==> config.mk <==
export PLATFORM = sky130hd
export DESIGN_NAME = wii_nunchuk_reader
export DESIGN_NICKNAME = d
export VERILOG_FILES = /design/src/rtl/wii_nunchuk_reader.sv
export SDC_FILE = /design/constraint.sdc
export NUM_CORES = 1
export LEC_CHECK = 0
export CORE_UTILIZATION = 40
export CTS_BUF_LIST = sky130_fd_sc_hd__clkbuf_2 sky130_fd_sc_hd__clkbuf_4 sky130_fd_sc_hd__clkbuf_8
export DETAILED_ROUTE_END_ITERATION = 10
export DONT_BUFFER_PORTS = 1
export PLACE_DENSITY = 0.51
export RECOVER_POWER = 50
export SLEW_MARGIN = 20
export SYNTH_ARGS = -nofsm -noshare
export SYNTH_HDL_FRONTEND = slang
export SYNTH_SLANG_ARGS = --single-unit
==> constraint.sdc <==
create_clock -name clock -period 5.15 [get_ports clock]
set_clock_uncertainty 0.15 [all_clocks]
set_input_delay 0.515 -clock clock [delete_from_list [all_inputs] [get_ports clock]]
set_output_delay 0.515 -clock clock [all_outputs]
set_load 0.01 [all_outputs]
==> src/rtl/wii_nunchuk_reader.sv <==
// rtl/wii_nunchuk_reader.sv - I2C initiator that initialises and polls a Wii Nunchuk into a 48-bit sample word
module wii_nunchuk_reader #(
    parameter int unsigned CLK_HZ    = 100_000_000,
    parameter int unsigned I2C_HZ    = 100_000,
    parameter logic [6:0]  DEV_ADDR  = 7'h52,
    parameter int unsigned CONV_CYC  = 100_000,
    parameter int unsigned POLL_CYC  = 1_000_000,
    parameter int unsigned RETRY_CYC = 10_000_000
) (
    input  logic        clock,
    input  logic        reset,
    input  logic        sda_in,
    output logic        scl_oe,
    output logic        sda_oe,
    output logic [47:0] wii_data,
    output logic        data_valid,
    output logic        busy,
    output logic        ack_error
);
    localparam int unsigned QTR = CLK_HZ / (4 * I2C_HZ);
    localparam int QW = (QTR > 1) ? $clog2(QTR) : 1;
    localparam logic [QW-1:0] QLAST = QW'(QTR - 1);

    // Bit-level transaction states
    localparam logic [2:0] T_IDLE   = 3'd0;
    localparam logic [2:0] T_START  = 3'd1;
    localparam logic [2:0] T_TXBYTE = 3'd2;
    localparam logic [2:0] T_RXACK  = 3'd3;
    localparam logic [2:0] T_RXBYTE = 3'd4;
    localparam logic [2:0] T_TXACK  = 3'd5;
    localparam logic [2:0] T_STOP   = 3'd6;

    // Sequencer states; the *W states are pure delays with the bus idle
    localparam logic [2:0] Q_INIT1  = 3'd0;
    localparam logic [2:0] Q_INIT2  = 3'd1;
    localparam logic [2:0] Q_CONV   = 3'd2;
    localparam logic [2:0] Q_CONVW  = 3'd3;
    localparam logic [2:0] Q_READ   = 3'd4;
    localparam logic [2:0] Q_POLLW  = 3'd5;
    localparam logic [2:0] Q_RETRYW = 3'd6;

    logic [1:0]    sda_sync;
    logic          sda_s;
    logic [2:0]    tstate;
    logic [2:0]    sstate;
    logic [1:0]    phase;
    logic [QW-1:0] qcnt;
    logic [2:0]    bit_cnt;
    logic [2:0]    byte_idx;
    logic [7:0]    tx_sh;
    logic [47:0]   rx_buf;
    logic          nack_seen;
    logic          issued;
    logic [31:0]   wcnt;
    logic [31:0]   wait_limit;
    logic [7:0]    next_byte;
    logic          qtick;
    logic          unit_end;
    logic          sample;
    logic          stop_end;
    logic          rd_txn;
    logic [2:0]    last_wr_idx;
    logic          go;
    logic          scl_bit_low;

    assign sda_s       = sda_sync[1];
    assign qtick       = (qcnt == QLAST);
    assign unit_end    = qtick && (phase == 2'd3);
    assign sample      = qtick && (phase == 2'd1);
    assign stop_end    = (tstate == T_STOP) && unit_end;
    assign rd_txn      = (sstate == Q_READ);
    assign last_wr_idx = (sstate == Q_CONV) ? 3'd1 : 3'd2;
    assign scl_bit_low = (phase == 2'd0) || (phase == 2'd3);
    assign busy        = (tstate != T_IDLE);
    assign go          = !issued && (tstate == T_IDLE) &&
                         ((sstate == Q_INIT1) || (sstate == Q_INIT2) ||
                          (sstate == Q_CONV)  || (sstate == Q_READ));

    // Two-flop synchronizer for the asynchronous SDA line
    always_ff @(posedge clock) begin
        if (reset) begin
            sda_sync <= 2'b11;
        end else begin
            sda_sync <= {sda_sync[0], sda_in};
        end
    end

    // Data byte that follows byte_idx in the current write transfer
    always_comb begin
        next_byte = 8'h00;
        case (sstate)
            Q_INIT1: next_byte = (byte_idx == 3'd0) ? 8'hF0 : 8'h55;
            Q_INIT2: next_byte = (byte_idx == 3'd0) ? 8'hFB : 8'h00;
            default: next_byte = 8'h00;
        endcase
    end

    // Length of the current idle delay
    always_comb begin
        wait_limit = RETRY_CYC;
        case (sstate)
            Q_CONVW: wait_limit = CONV_CYC;
            Q_POLLW: wait_limit = POLL_CYC;
            default: wait_limit = RETRY_CYC;
        endcase
    end

    // Line drive decode from transaction state and quarter-bit phase
    always_comb begin
        scl_oe = 1'b0;
        sda_oe = 1'b0;
        case (tstate)
            T_START: begin
                scl_oe = (phase == 2'd3);
                sda_oe = (phase >= 2'd2);
            end
            T_TXBYTE: begin
                scl_oe = scl_bit_low;
                sda_oe = ~tx_sh[7];
            end
            T_RXACK, T_RXBYTE: begin
                scl_oe = scl_bit_low;
            end
            T_TXACK: begin
                scl_oe = scl_bit_low;
                sda_oe = (byte_idx != 3'd5);
            end
            T_STOP: begin
                scl_oe = (phase == 2'd0);
                sda_oe = (phase <= 2'd1);
            end
            default: begin
                scl_oe = 1'b0;
                sda_oe = 1'b0;
            end
        endcase
    end

    // Bit engine: quarter timing, shifting, ACK handling and byte sequencing within one transfer
    always_ff @(posedge clock) begin
        if (reset) begin
            tstate    <= T_IDLE;
            phase     <= 2'd0;
            qcnt      <= '0;
            bit_cnt   <= 3'd0;
            byte_idx  <= 3'd0;
            tx_sh     <= 8'h00;
            rx_buf    <= 48'h0;
            nack_seen <= 1'b0;
        end else if (tstate == T_IDLE) begin
            qcnt  <= '0;
            phase <= 2'd0;
            if (go) begin
                tstate    <= T_START;
                tx_sh     <= {DEV_ADDR, rd_txn};
                byte_idx  <= 3'd0;
                bit_cnt   <= 3'd7;
                nack_seen <= 1'b0;
            end
        end else begin
            qcnt <= qtick ? '0 : qcnt + 1'b1;
            if (qtick) begin
                phase <= phase + 2'd1;
            end
            if (sample && (tstate == T_RXACK)) begin
                nack_seen <= sda_s;
            end
            if (sample && (tstate == T_RXBYTE)) begin
                rx_buf <= {rx_buf[46:0], sda_s};
            end
            if (unit_end) begin
                case (tstate)
                    T_START: begin
                        tstate  <= T_TXBYTE;
                        bit_cnt <= 3'd7;
                    end
                    T_TXBYTE: begin
                        if (bit_cnt == 3'd0) begin
                            tstate <= T_RXACK;
                        end else begin
                            bit_cnt <= bit_cnt - 3'd1;
                            tx_sh   <= {tx_sh[6:0], 1'b0};
                        end
                    end
                    T_RXACK: begin
                        if (nack_seen) begin
                            tstate <= T_STOP;
                        end else if (rd_txn) begin
                            tstate  <= T_RXBYTE;
                            bit_cnt <= 3'd7;
                        end else if (byte_idx == last_wr_idx) begin
                            tstate <= T_STOP;
                        end else begin
                            tstate   <= T_TXBYTE;
                            tx_sh    <= next_byte;
                            byte_idx <= byte_idx + 3'd1;
                            bit_cnt  <= 3'd7;
                        end
                    end
                    T_RXBYTE: begin
                        if (bit_cnt == 3'd0) begin
                            tstate <= T_TXACK;
                        end else begin
                            bit_cnt <= bit_cnt - 3'd1;
                        end
                    end
                    T_TXACK: begin
                        if (byte_idx == 3'd5) begin
                            tstate <= T_STOP;
                        end else begin
                            tstate   <= T_RXBYTE;
                            byte_idx <= byte_idx + 3'd1;
                            bit_cnt  <= 3'd7;
                        end
                    end
                    default: begin
                        tstate <= T_IDLE;
                    end
                endcase
            end
        end
    end

    // Sequencer: init writes, conversion trigger, sample read, delays, NACK back-off and commit
    always_ff @(posedge clock) begin
        if (reset) begin
            sstate     <= Q_INIT1;
            issued     <= 1'b0;
            wcnt       <= 32'd0;
            wii_data   <= 48'h0;
            data_valid <= 1'b0;
            ack_error  <= 1'b0;
        end else begin
            data_valid <= 1'b0;
            if (go) begin
                issued <= 1'b1;
            end
            if ((sstate == Q_CONVW) || (sstate == Q_POLLW) || (sstate == Q_RETRYW)) begin
                if (wcnt == wait_limit - 32'd1) begin
                    wcnt <= 32'd0;
                    if (sstate == Q_CONVW) begin
                        sstate <= Q_READ;
                    end else if (sstate == Q_POLLW) begin
                        sstate <= Q_CONV;
                    end else begin
                        sstate <= Q_INIT1;
                    end
                end else begin
                    wcnt <= wcnt + 32'd1;
                end
            end else if (stop_end) begin
                issued <= 1'b0;
                wcnt   <= 32'd0;
                if (nack_seen) begin
                    ack_error <= 1'b1;
                    sstate    <= Q_RETRYW;
                end else if (sstate == Q_INIT1) begin
                    sstate <= Q_INIT2;
                end else if (sstate == Q_INIT2) begin
                    sstate <= Q_CONV;
                end else if (sstate == Q_CONV) begin
                    sstate <= Q_CONVW;
                end else begin
                    wii_data   <= rx_buf;
                    data_valid <= 1'b1;
                    ack_error  <= 1'b0;
                    sstate     <= Q_POLLW;
                end
            end
        end
    end
endmodule

==> results.yml <==
pwr:
  p_total_mw: 2.67
  leakage_nw: 2.42
  powerDensity_nw_per_um2: 351
  ir_drop_mv: 0.239
sta:
  hold_viol: 0
  fmax_mhz: 242
  rsz0062_at_grt: "false"
  tns_ns: 0
  slew_violations: 63
  finalCriticalPeriod_ns: 4.14
  max-slew-margin-rel: -0.360
  worst_pin_slew_ns: 2.04
  setup_viol: 0
  setup_ws_ns: 1.01
  fin_crit_sh: 0.804
clocking:
  clock-sinks: 164
  clk_path_buf_depth: 2
  postCtsSetupRepairBufs: 0
  cts_buffers: 17
  htreeDepth: 4
  clk_latency_ns: 0.46
  cts_tree: "yes"
  cts_root_buf: "clkbuf_8"
  clkTransAtPathRegs_ns: 0.09
  cts_resized: 0
yosys:
  synth_cell_types: 70
  synth_warnings: 0
  synthXorXnorAreaFrac: 0.0465
  seq_area_frac_synth: 0.459
  synthMuxAreaShare: 0.00979
  synth_flop_cell: "dfxtp_1"
  async_reset_ff_frac: 0
  synth_top_cell_by_area: "dfxtp_1"
  synth_top_family_by_area: "simple AND/OR/NAND/NOR gates"
  yosysMostFrequentCell: "nand2_1"
  synth.cell_area_um2: 7160
  synth_common_cells: "nand2_1, dfxtp_1, a21oi_1, nor2_1, clkbuf_1"
  synthTopCellsByArea: "dfxtp_1, nand2_1, a21oi_1, nor2_1, xor2_1"
  synth_edf_count: 0
  synth_fp_nets: 895
  synth_compound_area_frac: 0.141
  ys_ff_latch: 164
  syn_avg_cell_area_um2: 8.17
  synth-simple-area-share: 0.267
  syn_inst: 876
  synth_top_area_frac: 0.459
  synthAdderAreaFrac: 0.0304
critical_path:
  worstPathRequired_ns: 5.36
  critical_path.top_delay_family: "simple AND/OR/NAND/NOR gates"
  worst-path-buf-inv: 1
  critPathMaxFanout: 20
  arrival_ns: 4.35
  crit_path_top_delay_cell: "nor3_1"
  crit_cells: 7
  cpPeakStageDelay_ns: 1.34
  cp-end-kind: "flop"
  path_class: "reg -> reg"
  crit_chain: "nor3_1 > inv_2 > nor3b_1 > a31oi_1 > a211oi_4 > nor2_1 > a311oi_1"
  worstSetupStartpointType: "flop"
  reg2reg_depth: 7
route:
  vias_per_cell: 5.25
  drt-wirelength-per-cell_um: 14.2
  drc: 0
  drt_first_pass_iters: 4
  drt_first_iter_violations: 329
  drt-total-wl_mm: 15.4
  vias: 5705
  ant_nets: 0
worst_hold_path:
  holdPathStages: 2
  hold_path.class: "in -> reg"
placed_design:
  gp_congestion: 0.771
  place_area_um2: 7210
  dp_hpwl_mm: 9.87
  portBuffers: 0
  pre_cts_slack_ns: 1.53
finish:
  synthToLayoutAreaGrowth_pct: 6.50
  nNetsFinal: 868
  layout-drive-gt1-share: 0.0603
  insertedDiodeCount: 0
  postLayoutCellArea_um2: 7620
  num-fill-cells: 1766
grt:
  grtUsageMet3: 0.0509
  grt_pass1_wl_mm: 26.2
  grt_use_total: 0.177
  antenna_found_initial: 0
  grt_use_met1: 0.224
  grt.busiest_layer: "met2"
  grt_pass1_vias: 5463
  met2_usage: 0.285
  grt_overflow: 0
  grt_max_degree: 118
die:
  start_util: 0.412
  die_width_um: 136
  core_area_um2: 17400
  die_y_um: 136
  ios: 56
  die_area_um2: 18400
  rows: 48
outcome:
  violations: "capacitance limit, slew limit"
  status: "finished, violations left"
job:
  cap_violations: 2
[per-layer routing]
layer	vias up	wire length (um)
li1	2919	-
met1	2679	7380
met4	0	256
met5	-	0
met3	21	615
met2	86	7150
[worst reg2reg max path, cell delays in order, from the launching register on]
cell	delay, ns
dfxtp_1	0.51
nor3_1	1.34
inv_2	0.39
nor3b_1	0.39
a31oi_1	0.19
a211oi_4	0.65
nor2_1	0.12
a311oi_1	0.30
[what timing repair did]
action,4_1_cts,5_1_grt
setup endpoints to repair,0,0
hold endpoints to repair,117,0
hold buffers,3,0
[sequential cells by signal, summed over array words and instances, names as in the netlist]
register and cells:
ack_error 1, data_valid 1, nack_seen 1, tx_sh 8, qcnt 8, wcnt 32, wii_data 48, phase 2
rx_buf 48, issued 1, sstate 3, sda_sync 2, byte_idx 3, bit_cnt 3, tstate 3
[stage by stage]
step	util	hold slack, ns	std cells
after floorplan	-	0.239	876
after global placement	0.415	0.268	1052
after detailed placement	0.415	0.263	1052
after CTS	0.440	0.0608	1087
after global routing	0.439	0.0607	1087
final	0.439	0.0896	1087
[cells in the final DEF, fill, tap and decap left out, types with 15 or more instances in the layout]
master,synthesis,routed
nand2_1,218,218
dfxtp_1,164,164
a21oi_1,110,110
nor2_1,72,73
nand3_1,24,24
xor2_1,23,23
clkbuf_8,0,17
inv_1,15,15
xnor2_1,15,15
ha_1,15,15
[where the power goes]
group,switching (mW),internal (mW),total (mW)
clock,0.515,0.405,0.920
sequential,0.0512,1.31,1.36
combinational,0.248,0.145,0.393
[layout make-up]
cell class              count  area, um2  share of cell area
multi-input cells         643       3540               0.464
flip-flops and latches    164       3280               0.431
well taps                 225        282              0.0369
clock buffers              18        241              0.0317
clock inverters            14        145              0.0190
repair buffers              6       66.3             0.00870
inverters                  17       63.8             0.00837
[cells by family after synthesis]
| kind of cell | count (synthesis) |
|---|---|
| AND/OR/NAND/NOR | 411 |
| AO/OA/AOI/OAI | 170 |
| flip-flops | 164 |
| buffers and inverters | 69 |
| XOR/XNOR | 38 |
| adder cells (fa/ha/maj) | 17 |
| multiplexers | 7 |
[final timing paths]
kind,end,startpoint,slack [ns]
worst min-delay path,wcnt[18],reset,0.09
worst max register to register,tx_sh[2],tstate[2],1.01
worst min register to register,sda_sync[1],sda_sync[0],0.29
worst max-delay path,tx_sh[2],tstate[2],1.01
No activity file was read; power rests on OpenSTA's default activity.
